===== src/rtl/rv32i_immediate_generator.sv =====
// rtl/rv32i_immediate_generator.sv - RV32I immediate decode with registered sign-extended output
module rv32i_immediate_generator (
    input  logic        clk,
    input  logic        rst,
    input  logic        instr_valid,
    input  logic [31:0] instr,
    output logic [31:0] imm,
    output logic        imm_valid,
    output logic [2:0]  imm_type,
    output logic        imm_illegal
);

    localparam logic [6:0] OP_OP       = 7'b0110011;
    localparam logic [6:0] OP_OP_IMM   = 7'b0010011;
    localparam logic [6:0] OP_LOAD     = 7'b0000011;
    localparam logic [6:0] OP_JALR     = 7'b1100111;
    localparam logic [6:0] OP_STORE    = 7'b0100011;
    localparam logic [6:0] OP_BRANCH   = 7'b1100011;
    localparam logic [6:0] OP_LUI      = 7'b0110111;
    localparam logic [6:0] OP_AUIPC    = 7'b0010111;
    localparam logic [6:0] OP_JAL      = 7'b1101111;
    localparam logic [6:0] OP_MISC_MEM = 7'b0001111;
    localparam logic [6:0] OP_SYSTEM   = 7'b1110011;

    localparam logic [2:0] TYPE_NONE = 3'd0;
    localparam logic [2:0] TYPE_I    = 3'd1;
    localparam logic [2:0] TYPE_S    = 3'd2;
    localparam logic [2:0] TYPE_B    = 3'd3;
    localparam logic [2:0] TYPE_U    = 3'd4;
    localparam logic [2:0] TYPE_J    = 3'd5;

    logic [6:0]  w_opcode;
    logic [2:0]  w_funct3;
    logic        w_sign;
    logic [31:0] w_imm_i;
    logic [31:0] w_imm_s;
    logic [31:0] w_imm_b;
    logic [31:0] w_imm_u;
    logic [31:0] w_imm_j;
    logic [31:0] w_imm;
    logic [2:0]  w_type;
    logic        w_illegal;

    logic [31:0] r_imm;
    logic        r_imm_valid;
    logic [2:0]  r_imm_type;
    logic        r_imm_illegal;

    assign w_opcode = instr[6:0];
    assign w_funct3 = instr[14:12];
    assign w_sign   = instr[31];

    assign w_imm_i = {{20{w_sign}}, instr[31:20]};
    assign w_imm_s = {{20{w_sign}}, instr[31:25], instr[11:7]};
    assign w_imm_b = {{19{w_sign}}, w_sign, instr[7], instr[30:25], instr[11:8], 1'b0};
    assign w_imm_u = {instr[31:12], 12'b0};
    assign w_imm_j = {{11{w_sign}}, w_sign, instr[19:12], instr[20], instr[30:21], 1'b0};

    always_comb begin
        w_imm     = 32'd0;
        w_type    = TYPE_NONE;
        w_illegal = 1'b0;
        if (instr[1:0] != 2'b11) begin
            w_illegal = 1'b1;
        end else begin
            case (w_opcode)
                OP_OP: begin
                    w_imm  = 32'd0;
                    w_type = TYPE_NONE;
                end
                OP_OP_IMM: begin
                    w_type = TYPE_I;
                    // Shift-immediates carry only a 5-bit shamt; funct7 bits are not part of the value.
                    if (w_funct3 == 3'b001 || w_funct3 == 3'b101)
                        w_imm = {27'b0, instr[24:20]};
                    else
                        w_imm = w_imm_i;
                end
                OP_LOAD, OP_JALR, OP_MISC_MEM, OP_SYSTEM: begin
                    w_imm  = w_imm_i;
                    w_type = TYPE_I;
                end
                OP_STORE: begin
                    w_imm  = w_imm_s;
                    w_type = TYPE_S;
                end
                OP_BRANCH: begin
                    w_imm  = w_imm_b;
                    w_type = TYPE_B;
                end
                OP_LUI, OP_AUIPC: begin
                    w_imm  = w_imm_u;
                    w_type = TYPE_U;
                end
                OP_JAL: begin
                    w_imm  = w_imm_j;
                    w_type = TYPE_J;
                end
                default: begin
                    w_illegal = 1'b1;
                end
            endcase
        end
    end

    // Payload holds while instr_valid is low so consumers see the last decode.
    always_ff @(posedge clk) begin
        if (rst) begin
            r_imm         <= 32'd0;
            r_imm_valid   <= 1'b0;
            r_imm_type    <= TYPE_NONE;
            r_imm_illegal <= 1'b0;
        end else begin
            r_imm_valid <= instr_valid;
            if (instr_valid) begin
                r_imm         <= w_imm;
                r_imm_type    <= w_type;
                r_imm_illegal <= w_illegal;
            end
        end
    end

    assign imm         = r_imm;
    assign imm_valid   = r_imm_valid;
    assign imm_type    = r_imm_type;
    assign imm_illegal = r_imm_illegal;

endmodule


===== config.mk =====
export PLATFORM = sky130hd
export DESIGN_NAME = rv32i_immediate_generator
export DESIGN_NICKNAME = d
export VERILOG_FILES = /design/src/rtl/rv32i_immediate_generator.sv
export SDC_FILE = /design/constraint.sdc
export NUM_CORES = 1
export LEC_CHECK = 0
export BUFFER_PORTS_ARGS = -buffer_cell sky130_fd_sc_hd__buf_2
export CAP_MARGIN = 25
export CORE_UTILIZATION = 50
export DETAILED_ROUTE_END_ITERATION = 7
export GPL_ROUTABILITY_DRIVEN = 0
export PLACE_DENSITY_LB_ADDON = 0.25
export SLEW_MARGIN = 20
export SYNTH_ARGS = -nofsm -noshare
export SYNTH_HDL_FRONTEND = slang
export SYNTH_SLANG_ARGS = --single-unit
export TNS_END_PERCENT = 5

===== constraint.sdc =====
create_clock -name clk -period 3 [get_ports clk]
set_input_delay 0.15 -clock clk [delete_from_list [all_inputs] [get_ports clk]]
set_output_delay 0.15 -clock clk [all_outputs]
set_load 0.01 [all_outputs]

Yosys cells after proc, flatten, opt, wreduce, memory -nomap -nowiden
Index checks and enable logic that the tools add are counted.
Widths: inputs -> output; s select.
{ "totals": {"register_bits": 37, "inputBits": 35, "out_inout_bits": 37, "wordCells": 30} }
{ "op_classes": {"eq_ne": 14, "reduce_logical": 5, "muxes": 7} }
{ "ops": {"columns": ["op", "n"], "rows": [
  ["$pmux 32 s6", 1],
  ["$mux 32", 2],
  ["$eq 7x7->1 const B", 4],
  ["$eq 7x6->1 const B", 3],
  ["$pmux 3 s5", 1],
  ["$eq 7x5->1 const B", 2],
  ["$reduce_or 11->1", 1],
  ["$eq 7x2->1 const B", 1],
  ["$eq 7x4->1 const B", 1],
  ["$reduce_or 5->1", 1],
  ["$reduce_or 4->1", 1],
  ["$eq 3x1->1 const B", 1],
  ["$eq 3x3->1 const B", 1],
  ["$mux 3", 1],
  ["$mux 1", 2],
  ["$ne 2x2->1 const B", 1],
  ["$reduce_or 2->1", 1],
  ["$logic_or 1x1->1", 1]
]} }

Logic depth before layout (Yosys ltp)
{ "depth": {"depth_word": 5, "ltp_mapped": 6, "ltp_nobuf": 4} }

Least setup slack after synthesis
Ideal clock, no wire load.
{ "synth_path": {"path_kind": "in2reg", "from": "input port instr[0]", "to": "register r_imm[22], in the netlist imm[22]", "setup_ps": 71, "t_required_ps": 2929, "arrival_time_ps": 1335, "cell_stages": 6, "slack_ps": 1594, "path_buffers": 2, "cell_sequence": "buf_2 -> nand4b_1 -> nor4_1 -> clkbuf_1 -> a22oi_1 -> o21ai_2"} }
{ "synth_via": {"elab_chain_len": 4, "word_cells_on_any_way": 15, "cone_classes": "eq/ne (11); mux (2); reduce/logical (2)"} }
{ "synth_rtl": {"columns": ["element", "line", "rtl"], "rows": [
  ["from (decl)", "6", "input logic [31:0] instr,"],
  ["$eq 7x2->1 (tied with other cells)", "66", "case (w_opcode)"],
  ["$reduce_or 4->1 or $reduce_or 2->1 (tied branches)", "66", null],
  ["$pmux 32 s6", "66", null],
  ["$mux 32 *", "63", "if (instr[1:0] != 2'b11) begin"],
  ["to (signal assigned)", "116", "r_imm <= w_imm;"],
  ["to (decl)", "44", "logic [31:0] r_imm;"]
]} }
Mark *: on every way between the ends. The rest lies on a longest branch, timed or not.
A chain may end at the register's enable or synchronous reset.

Worst setup path after layout
{ "layout_path": {"from": "input port instr[3]", "to": "register r_imm[9], in the netlist imm[9]"} }
{ "layout_via": {"elab_chain_len": 4, "word_cells_on_any_way": 14, "cone_classes": "eq/ne (10); mux (2); reduce/logical (2)"} }
{ "layout_rtl": {"columns": ["element", "line"], "rows": [
  ["$eq 7x2->1 (tied with other cells)", "66"],
  ["$reduce_or 4->1 or $reduce_or 2->1 (tied branches)", "66"],
  ["$pmux 32 s6 *", "66"],
  ["$mux 32 *", "63"]
]} }
Marked as above.

==> results.txt <==
----------------------------------------------------
[Die]
  Horiz. Die Dim ... 63.17 microns
  Total number of placement rows ... 21
  Die H ... 63.17 microns
  Initial core utilization ... 53.93%
  Top-Level Pins ... 72
  DIE AREA ... 3990 sq um
  Core Region ... between 3000 and 4000 sq um

[Place]
  Placed cell count ... 314
  Placed Instance Area ... 2235 sq um
  Port-buffer cells ... 71
  Place WS ... 1.227 ns
  HPWL reported at the end of detailed placement ... 3380 microns

[Setup path]
  Maximum fanout along the worst path ... 18
  Crit. End Element ... flop
  Reg2reg setup slack ... 2.17 ns
  Reg-to-reg endpoint ... imm[4]$_SDFFE_PP0P_
  Sort of element at the start of the critical path ... input port
  Setup Crit Path Kind ... input port to flop
  Critical path data arrival time ... 1.70 ns
  Reg2reg start ... imm[4]$_SDFFE_PP0P_
  Number of cells traversed by the worst register-to-register path ... 3
  Required time at the worst-slack endpoint ... approximately 3.2 ns

[Layout]
  Fraction of final layout cells sized beyond drive strength 1 ... roughly 37%
  Final instance count without filler cells ... 322
  Final core utilization ... ~67%
  Relative area change from synthesis to final layout ... 23.88%
  Post-route cell area ... ~2300 sq um
  Antenna diode count ... 0
  Post-layout net count ... 310

[Logic synthesis]
  Synthesized net count ... roughly 240
  Flip-flop and latch count after synthesis ... 37
  Total standard cell area after synthesis ... 1871 sq um
  Post-synth EDFFs ... 0
  Ys flop type ... sky130_fd_sc_hd__dfxtp_1
  Netlist cell types ... 48
  Instance count of the mapped netlist ... between 200 and 250
  Number of synthesis warnings ... 0
  Mean Syn Cell Area ... roughly 8.9 sq um
  Share of flip-flops with an asynchronous set or reset after synthesis ... 0%
  Share of the yosys chip area belonging to registers ... 39.60%

[Timing]
  Setup repair after global routing missed its margin ... no
  Number of failing hold endpoints at the final stage ... 0
  Final setup violation count ... 0
  Final min period ... 1.511 ns
  PnR worst setup slack ... 1.489 ns
  Min Hold Slack ... 0.09530 ns
  Clock skew after layout ... 0 ns
  Final period util ... 50.35%
  Number of max-slew violations in the final report ... 0
  Worst-margin pin slew ... about 0.9 ns
  Highest clock frequency the design can meet ... between 0.6 and 0.7 GHz
  Sum of negative setup slack ... 0 ns
  Max-Slew Margin vs Limit ... 38.79%

[CTS]
  Post-cts gate resize count ... 0
  Number of levels in the clock H-tree ... 2
  Clock Root Buffer ... sky130_fd_sc_hd__clkbuf_8
  Clock tree from TritonCTS ... done
  Max clock buf depth ... 2
  Post-cts hold buffer count ... 0
  Clock sink count ... 37
  Clock transition at the registers of the reported paths ... ~0.07 ns
  Number of clock buffers inserted by TritonCTS ... 5
  Clock insertion delay at the later pin of the skew report ... 0.28 ns
  Post-CTS setup buffers ... 0

[Power]
  Lkg Pwr ... ~1.0 nW
  Power density over the cells ... 409.4 nW/um^2
  Max rail drop VDD ... 261.3 uV
  Final Power ... approximately 0.95 mW

[Detailed routing]
  Final WL ... 4681 microns
  Drt via density ... 5.708
  Antenna-violating nets left ... 0
  Post-route DRC violation count ... 0
  Avg WL per Cell ... 14.54 microns
  Iteration-0 DRC Markers ... 83
  Number of iterations in the first detailed-routing pass ... 5
  Routed via count ... approximately 1.8k

[Min path]
  Worst hold path class ... input port to flop
  Worst hold stages ... 2
  Worst Hold End ... imm_type[2]$_SDFFE_PP0P_
  Launch point of the worst hold path ... rst

[Global routing]
  Pin count of the biggest net entering global routing ... 23
  Wire length of the first global-routing pass ... between 7000 and 8000 microns
  Met3 layer usage reported by global route ... under 10%
  Routing usage on met2 ... 40.32%
  Number of antenna violations at the first check in global routing ... 0
  Total Routing Usage GR ... about a quarter
  Global route hottest layer ... met2
  Number of global-route vias before repair ... 1679
  Met1 GRT Util ... 31.29%
  Leftover overflow at the end of global routing ... 0

[Run]
  Max Cap Violations ... 0

[Status]
  Result of the run ... finished, final reports clean

----------------------------------------------------
-- worst max-delay path by stage --
stage                        start                    to  slack [ns]
after detailed placement  instr[3]   imm[9]$_SDFFE_PP0P_        1.23
after CTS                 instr[3]   imm[9]$_SDFFE_PP0P_        1.51
final                     instr[3]   imm[9]$_SDFFE_PP0P_        1.49
after global routing      instr[3]   imm[6]$_SDFFE_PP0P_        1.36
after global placement    instr[3]   imm[9]$_SDFFE_PP0P_        1.29
after floorplan           instr[0]  imm[22]$_SDFFE_PP0P_        1.59
-- sequential cells by signal, indices dropped and copies added, names as in the netlist --
name and count:
imm 32, imm_type 3, imm_illegal 1, imm_valid 1
-- placed cells by master (no fill, tap or decap), drive strengths merged, types with 2 or more instances in the layout --
cell type and count:
o31ai 7, nor2 7, or4 2, nand2 25
o21ai 16, a21boi 4, inv 17, nor2b 3
o21bai 3, nand2b 4, nor4 2, o2111ai 4
o221ai 8, clkbuf 6, nor3 3, a22oi 15
buf 74, clkinv 2, a31oi 2, o211ai 2
dfxtp 37, nand3b 3, a211oi 6, nand3 3
a21oi 3, nand4b 2, or2 2
-- kinds of logic after synthesis --
group,after synthesis,synth area share [%]
AOI/OAI and AO/OA,75,33.38
and+or+nand+nor,63,18.19
DFF,37,39.60
buffers and inverters,32,7.692
muxes,2,1.137
-- routing by layer --
layer  wire [microns]  vias up
met5                0        -
met3              321        5
met2             2179       72
li1                 -      912
met1             2147      849
met4               34        0
-- power by group --
part | switching, mW | internal [mW] | leakage [nW]
logic | 0.0787 | 0.0449 | 0.673
registers | 0.00253 | 0.497 | 0.299
clock network | 0.165 | 0.161 | 0.0450
-- area by class of cell --
| type | count | area, sq um |
|---|---|---|
| Timing Repair Buffer | 74 | 377.9 |
| Multi-Input combinational cell | 140 | 994.7 |
| Clock buffer | 6 | 72.57 |
| Tap cell | 46 | 57.56 |
| Clock inverter | 2 | 10.01 |
| Sequential cell | 37 | 740.7 |
| Fill cell | 326 | 1151 |
| Inverter | 17 | 63.81 |
-- cells in the mapped netlist (2+ instances only) --
cell type | number | share of area (%)
sky130_fd_sc_hd__nand2_1 | 25 | 5.0
sky130_fd_sc_hd__o2111ai_1 | 4 | 1.9
sky130_fd_sc_hd__o21ai_0 | 4 | 1.1
sky130_fd_sc_hd__nor2_1 | 7 | 1.4
sky130_fd_sc_hd__a31oi_4 | 2 | 2.3
sky130_fd_sc_hd__o21ai_1 | 2 | 0.54
sky130_fd_sc_hd__a211oi_1 | 4 | 1.6
sky130_fd_sc_hd__nor4_1 | 2 | 0.67
sky130_fd_sc_hd__o31ai_1 | 7 | 2.8
sky130_fd_sc_hd__inv_1 | 17 | 3.4
sky130_fd_sc_hd__nor3_1 | 3 | 0.80
sky130_fd_sc_hd__buf_2 | 7 | 1.9
sky130_fd_sc_hd__a21oi_1 | 3 | 0.80
sky130_fd_sc_hd__a21boi_0 | 4 | 1.6
sky130_fd_sc_hd__o21bai_1 | 3 | 1.2
sky130_fd_sc_hd__nand3b_1 | 2 | 0.80
sky130_fd_sc_hd__o21ai_2 | 10 | 4.7
sky130_fd_sc_hd__a22oi_1 | 15 | 6.0
sky130_fd_sc_hd__o221ai_1 | 8 | 3.7
sky130_fd_sc_hd__nand4b_1 | 2 | 0.94
sky130_fd_sc_hd__clkbuf_1 | 5 | 1.0
sky130_fd_sc_hd__nor2b_1 | 3 | 1.0
sky130_fd_sc_hd__or4_1 | 2 | 0.80
sky130_fd_sc_hd__o211ai_1 | 2 | 0.80
sky130_fd_sc_hd__nand3_1 | 3 | 0.80
sky130_fd_sc_hd__dfxtp_1 | 37 | 40
sky130_fd_sc_hd__buf_6 | 2 | 1.2
sky130_fd_sc_hd__nand2b_1 | 4 | 1.3
-- worst max-delay path: stages --
cell                       delay [ns]
sky130_fd_sc_hd__buf_2           0.18
sky130_fd_sc_hd__or3b_4          0.41
sky130_fd_sc_hd__a211oi_4        0.43
sky130_fd_sc_hd__a31oi_4         0.21
sky130_fd_sc_hd__o31ai_1         0.31
Note: power is estimated with default switching activity, not from simulation.
